--- src/rtl/riscv_pc_ctrl.sv ---
// PC controller for the multi-cycle NPC core: BOOT/FETCH/EXEC handshake and next-PC resolve.
// Optional NPC_MISALIGN_CHK_EN: misaligned resolved targets divert to trap_vec_i and pulse misalign_o.
module riscv_pc_ctrl #(
  parameter int XLEN = 32,
  parameter logic [XLEN-1:0] RESET_VEC = 'h8000_0000,
  parameter int BR_OP_W = 3
) (
  input  logic               clk,
  input  logic               rst,
  output logic               pc_valid_o,
  input  logic               pc_ready_i,
  output logic [XLEN-1:0]    pc_o,
  input  logic               commit_i,
  input  logic [BR_OP_W-1:0] branch_op_i,
  input  logic               zero_i,
  input  logic               less_i,
  input  logic [XLEN-1:0]    imm_i,
  input  logic [XLEN-1:0]    rs1_val_i,
  input  logic               trap_i,
  input  logic [XLEN-1:0]    trap_vec_i,
  input  logic               mret_i,
  input  logic [XLEN-1:0]    mepc_i,
  output logic [XLEN-1:0]    npc_o,
  output logic               redirect_o,
  output logic               misalign_o
);

  typedef enum logic [1:0] {
    BOOT,
    FETCH,
    EXEC
  } state_t;

  state_t state;
  state_t state_nxt;

  logic [XLEN-1:0] pc;
  logic [XLEN-1:0] pc_seq;
  logic [XLEN-1:0] pc_br;
  logic [XLEN-1:0] pc_jr;
  logic [XLEN-1:0] target;
  logic            load;
`ifdef NPC_MISALIGN_CHK_EN
  logic            mis;
  logic            mis_q;
`endif

  assign pc_seq = pc + XLEN'(4);
  assign pc_br  = pc + imm_i;
  assign pc_jr  = (rs1_val_i + imm_i) & ~XLEN'(1);
  assign pc_o   = pc;
  assign load   = (state == EXEC) && commit_i;

  // Branch-op target selection; reserved codes fall through to sequential.
  always_comb begin
    target = pc_seq;
    case (branch_op_i)
      3'b001:  target = pc_br;
      3'b010:  target = pc_jr;
      3'b100:  target = zero_i ? pc_br : pc_seq;
      3'b101:  target = zero_i ? pc_seq : pc_br;
      3'b110:  target = less_i ? pc_br : pc_seq;
      3'b111:  target = less_i ? pc_seq : pc_br;
      default: target = pc_seq;
    endcase
  end

  // Final next PC: trap beats mret beats branch resolution.
  always_comb begin
    npc_o = target;
`ifdef NPC_MISALIGN_CHK_EN
    mis = 1'b0;
`endif
    if (trap_i) begin
      npc_o = trap_vec_i;
    end else if (mret_i) begin
      npc_o = mepc_i;
    end else begin
`ifdef NPC_MISALIGN_CHK_EN
      mis = |target[1:0];
      if (mis) npc_o = trap_vec_i;
`endif
    end
  end

  // Next-state and fetch-valid decode.
  always_comb begin
    state_nxt  = state;
    pc_valid_o = 1'b0;
    unique case (state)
      BOOT:  state_nxt = FETCH;
      FETCH: begin
        pc_valid_o = 1'b1;
        if (pc_ready_i) state_nxt = EXEC;
      end
      EXEC:  if (commit_i) state_nxt = FETCH;
      default: state_nxt = BOOT;
    endcase
  end

  // State, PC and one-cycle status pulses.
  always_ff @(posedge clk) begin
    if (!rst) begin
      state      <= BOOT;
      pc         <= RESET_VEC;
      redirect_o <= 1'b0;
    end else begin
      state      <= state_nxt;
      redirect_o <= 1'b0;
      if (load) begin
        pc         <= npc_o;
        redirect_o <= (npc_o != pc_seq);
      end
    end
  end

`ifdef NPC_MISALIGN_CHK_EN
  // Misalign pulse lines up with the redirect pulse.
  always_ff @(posedge clk) begin
    if (!rst) mis_q <= 1'b0;
    else      mis_q <= load && mis;
  end
  assign misalign_o = mis_q;
`else
  assign misalign_o = 1'b0;
`endif

endmodule

--- config.mk ---
export PLATFORM = sky130hd
export DESIGN_NAME = riscv_pc_ctrl
export DESIGN_NICKNAME = d
export VERILOG_FILES = /design/src/rtl/riscv_pc_ctrl.sv
export SDC_FILE = /design/constraint.sdc
export NUM_CORES = 1
export LEC_CHECK = 0
export BUFFER_PORTS_ARGS = -buffer_cell sky130_fd_sc_hd__buf_4
export CAP_MARGIN = 20
export CORE_MARGIN = 2
export CORE_UTILIZATION = 40
export DETAILED_ROUTE_END_ITERATION = 10
export GPL_TIMING_DRIVEN = 1
export MAX_ROUTING_LAYER = met4
export PLACE_DENSITY = 0.64
export SYNTH_ARGS = -nofsm -noshare
export SYNTH_HDL_FRONTEND = slang
export SYNTH_SLANG_ARGS = --single-unit
export TNS_END_PERCENT = 20
--- constraint.sdc ---
create_clock -name clk -period 4.4 [get_ports clk]
set_input_delay 0.66 -clock clk [delete_from_list [all_inputs] [get_ports clk]]
set_output_delay 0.66 -clock clk [all_outputs]
set_load 0.005 [all_outputs]
==> report_table.html <==
<table>
<tr><th>Metric</th><th>Value</th></tr>
<tr><th colspan="2">Outcome</th></tr>
<tr><td>Result of the run</td><td>finished clean</td></tr>
<tr><th colspan="2">Routing</th></tr>
<tr><td>Drt first-iter violations</td><td>around 1500</td></tr>
<tr><td>Via density per instance</td><td>6.34</td></tr>
<tr><td>Antenna-violating nets left</td><td>0</td></tr>
<tr><td>Routed via count</td><td>11500</td></tr>
<tr><td>Average routed wire per standard cell</td><td>roughly 22 um</td></tr>
<tr><td>Total wire length</td><td>40800 um</td></tr>
<tr><td>Pre-Repair DR Iteration Count</td><td>6</td></tr>
<tr><td>DR DRC count</td><td>0</td></tr>
<tr><th colspan="2">Layout</th></tr>
<tr><td>Final cell count without fillers</td><td>1817</td></tr>
<tr><td>Share of layout cells above drive strength 1</td><td>between 20 and 25%</td></tr>
<tr><td>Commonest cells after routing, fill and taps aside</td><td>sky130_fd_sc_hd__buf_4 (273), sky130_fd_sc_hd__nand2_1 (163), sky130_fd_sc_hd__nor2_1 (146)</td></tr>
<tr><td>Area growth syn-to-layout</td><td>25.2%</td></tr>
<tr><td>Finished Cell Area</td><td>approximately 11000 um2</td></tr>
<tr><td>Final layout net count</td><td>around 1700</td></tr>
<tr><td>Number of fill cells in the layout</td><td>between 2000 and 2500</td></tr>
<tr><td>Most common cell after layout, fill and taps aside</td><td>sky130_fd_sc_hd__buf_4</td></tr>
<tr><th colspan="2">Worst setup path</th></tr>
<tr><td>Type of element launching the critical path</td><td>input port</td></tr>
<tr><td>Kind of end point of the critical path</td><td>output pin</td></tr>
<tr><td>Flop-to-flop setup slack</td><td>0.20 ns</td></tr>
<tr><td>Required time reported for the critical path endpoint</td><td>around 3.7 ns</td></tr>
<tr><td>Crit Path Category</td><td>in -&gt; out</td></tr>
<tr><td>Critical path fanouts, max</td><td>6</td></tr>
<tr><td>Arrival @ worst endpoint</td><td>3.69 ns</td></tr>
<tr><th colspan="2">Placement</th></tr>
<tr><td>Post-detailed-placement half-perimeter wirelength</td><td>~33000 um</td></tr>
<tr><td>Placed cell area</td><td>about 11000 um2</td></tr>
<tr><td>Quantity of I/O buffers inserted on ports</td><td>204</td></tr>
<tr><td>Final GP Congestion</td><td>1.00</td></tr>
<tr><td>Number of cells in the design after placement</td><td>approximately 1800</td></tr>
<tr><th colspan="2">Timing</th></tr>
<tr><td>Max_slew headroom</td><td>~37%</td></tr>
<tr><td>Final hold violations</td><td>0</td></tr>
<tr><td>Number of setup violations in the final report</td><td>0</td></tr>
<tr><td>Setup repair after global routing missed its margin</td><td>yes</td></tr>
<tr><td>Fin crit share</td><td>approximately 99%</td></tr>
<tr><td>Transition time at the pin with the least slew margin</td><td>0.923 ns</td></tr>
<tr><td>Final Critical Period</td><td>around 4.3 ns</td></tr>
<tr><td>Slew Viols, Final</td><td>0</td></tr>
<tr><td>Setup skew after layout</td><td>a little under 0.007 ns</td></tr>
<tr><td>Highest clock frequency the design can meet</td><td>around 230 MHz</td></tr>
<tr><td>Setup TNS</td><td>0 ns</td></tr>
<tr><th colspan="2">Clock network</th></tr>
<tr><td>TritonCTS Sinks</td><td>35</td></tr>
<tr><td>Clock latency reported for the late side of the worst-skew pair</td><td>~0.29 ns</td></tr>
<tr><td>H-tree depth reported by CTS</td><td>2</td></tr>
<tr><td>Deepest clock path buffer count</td><td>2</td></tr>
<tr><td>Num CTS Buffers</td><td>5</td></tr>
<tr><td>Clock tree from TritonCTS</td><td>yes</td></tr>
<tr><td>Clock root buffer</td><td>sky130_fd_sc_hd__clkbuf_16</td></tr>
<tr><td>Clock-pin slew on the worst setup and hold paths</td><td>around 0.060 ns</td></tr>
<tr><th colspan="2">Synth</th></tr>
<tr><td>Count of distinct cell types in the synthesized netlist</td><td>96</td></tr>
<tr><td>Post-Syn Instances</td><td>roughly 1300</td></tr>
<tr><td>Number of enable-type register cells in the synthesized netlist</td><td>0</td></tr>
<tr><td>Post-synth net total</td><td>1537</td></tr>
<tr><td>Cell Area, Synth</td><td>~8900 um2</td></tr>
<tr><td>Leading area contributor after synthesis</td><td>sky130_fd_sc_hd__ha_1</td></tr>
<tr><td>Primary flip-flop cell chosen by synthesis mapping</td><td>sky130_fd_sc_hd__dfxtp_1</td></tr>
<tr><td>Synth Register Bits</td><td>35</td></tr>
<tr><td>Mean Syn Cell Area</td><td>roughly 6.7 um2</td></tr>
<tr><td>Synth warnings</td><td>0</td></tr>
<tr><td>Cell types with the largest area share after synthesis</td><td>sky130_fd_sc_hd__ha_1 (8.7%), sky130_fd_sc_hd__dfxtp_1 (7.8%), sky130_fd_sc_hd__nand2_1 (6.8%)</td></tr>
<tr><td>Share of synthesized registers carrying an async set or reset</td><td>0%</td></tr>
<tr><td>Sequential area share after synthesis</td><td>7.83%</td></tr>
<tr><td>Yosys top cell area share</td><td>under 10%</td></tr>
<tr><th colspan="2">Floorplanning</th></tr>
<tr><td>Count of standard-cell rows</td><td>54</td></tr>
<tr><td>Core area</td><td>21900 um2</td></tr>
<tr><td>Overall die width</td><td>between 150 and 200 um</td></tr>
<tr><td>Number of top-level pins</td><td>approximately 200</td></tr>
<tr><td>Die Height</td><td>approximately 150 um</td></tr>
<tr><td>Effective utilization at floorplan</td><td>about two fifths</td></tr>
<tr><td>Area enclosed by the die boundary</td><td>23600 um2</td></tr>
<tr><th colspan="2">GRT</th></tr>
<tr><td>Remaining global-route overflow</td><td>0</td></tr>
<tr><td>First-pass GRT wire length</td><td>60000 um</td></tr>
<tr><td>Initial antenna violation count</td><td>1</td></tr>
<tr><td>Via count of the first global-routing pass</td><td>~10000</td></tr>
<tr><td>Global Route Usage Sum</td><td>between 30% and 40%</td></tr>
<tr><td>Pin count of the biggest net entering global routing</td><td>35</td></tr>
<tr><th colspan="2">Hold path</th></tr>
<tr><td>Hold/Removal Path Class</td><td>reg -&gt; reg</td></tr>
<tr><th colspan="2">Pwr</th></tr>
<tr><td>PD cells</td><td>around 160 nW/um2</td></tr>
<tr><td>Max VDD drop</td><td>roughly 0.00017 V</td></tr>
<tr><td>Pleak</td><td>~4.8 nW</td></tr>
<tr><th colspan="2">Flow run</th></tr>
<tr><td>MaxCap Viol Count</td><td>0</td></tr>
</table>
[path summary, 6_finish.rpt]
kind                               from                     to  cells past startpoint
setup / recovery               imm_i[9]              npc_o[22]                     11
hold / removal    state[0]$_SDFFE_PN0P_  state[0]$_SDFFE_PN0P_                      2
setup reg to reg   pc_o[0]$_SDFFE_PN0P_  redirect_o$_SDFF_PN0_                     14
hold reg to reg   state[0]$_SDFFE_PN0P_  state[0]$_SDFFE_PN0P_                      2
[power by group]
part | internal [mW] | switching [mW]
clock network | 0.210 | 0.170
logic | 0.449 | 0.640
registers | 0.325 | 0.0182
[layout make-up]
cell class | count | area [um2] | share of cell area [%]
Multi-Input combinational cell | 1189 | 7820 | 69.8
Antenna cell | 1 | 2.50 | 0.0223
Tap cell | 280 | 350 | 3.13
Inverter | 30 | 113 | 1.01
Timing Repair Buffer | 274 | 2070 | 18.5
Sequential cell | 35 | 704 | 6.29
Clock inverter | 2 | 12.5 | 0.112
Clock buffer | 6 | 129 | 1.15
[per-layer routing]
layer	global-route usage [%]	part of all wire, %	up-vias
li1	-	-	5418
met1	48.1	45	5357
met2	48.0	41	658
met3	4.31	9.7	88
met4	10.1	3.4	0
met5	-	0	-
[timing repair]
item / 4_1_cts / 5_1_grt
setup endpoints to repair: 0 / 10
hold buffers: 0 / 0
buffers inserted: 0 / 0
gates resized for setup: 0 / 10
[registers in the layout, summed over array words and instances, names as in the netlist]
name and flops:
redirect_o 1, state 2, pc_o 32
[cells in the mapped netlist (29+ instances only)]
master / instances
sky130_fd_sc_hd__a21oi_1: 113
sky130_fd_sc_hd__clkbuf_1: 47
sky130_fd_sc_hd__dfxtp_1: 35
sky130_fd_sc_hd__ha_1: 62
sky130_fd_sc_hd__nand2_1: 163
sky130_fd_sc_hd__nand3_1: 39
sky130_fd_sc_hd__nand4_1: 29
sky130_fd_sc_hd__nor2_1: 146
sky130_fd_sc_hd__nor3_1: 49
sky130_fd_sc_hd__o21ai_0: 81
sky130_fd_sc_hd__xnor2_1: 43
sky130_fd_sc_hd__xor2_1: 44
[worst max-delay path, cell delays in order]
cell and delay [ns]:
sky130_fd_sc_hd__buf_4 0.12, sky130_fd_sc_hd__ha_1 0.38, sky130_fd_sc_hd__nand2_1 0.14, sky130_fd_sc_hd__o21ai_0 0.42, sky130_fd_sc_hd__a211oi_1 0.17, sky130_fd_sc_hd__a211oi_2 0.37, sky130_fd_sc_hd__mux2i_1 0.34, sky130_fd_sc_hd__o211ai_1 0.25
sky130_fd_sc_hd__o31ai_1 0.47, sky130_fd_sc_hd__o21ai_0 0.19, sky130_fd_sc_hd__buf_4 0.17
[metrics by stage]
| step | power, mW | worst slack [ns] | hold WS, ns | util (%) |
|---|---|---|---|---|
| final | 1.81 | 0.0517 | 0.509 | 51.2 |
| after global routing | 1.90 | -0.0511 | 0.548 | 51.2 |
| after detailed placement | 1.40 | -0.0984 | 0.503 | 50.4 |
| after floorplan | 0.959 | 0.744 | 0.481 | - |
| after global placement | 1.40 | -0.00431 | 0.505 | 50.4 |
| after CTS | 1.78 | 0.122 | 0.512 | 51.0 |
[cell families (layout without fill, tap and decap cells)]
family / Yosys count / after routing / share of synthesized area, %
buf+inv: 110 / 312 / 5.15
other cells: 1 / 2 / 0.0419
xor+xnor: 88 / 88 / 8.78
fa+ha+maj: 64 / 64 / 9.12
flops: 35 / 35 / 7.83
mux: 30 / 30 / 3.44
compound gates: 439 / 439 / 33.5
simple gates: 567 / 567 / 32.1
Note: power is estimated with default switching activity, not from simulation.
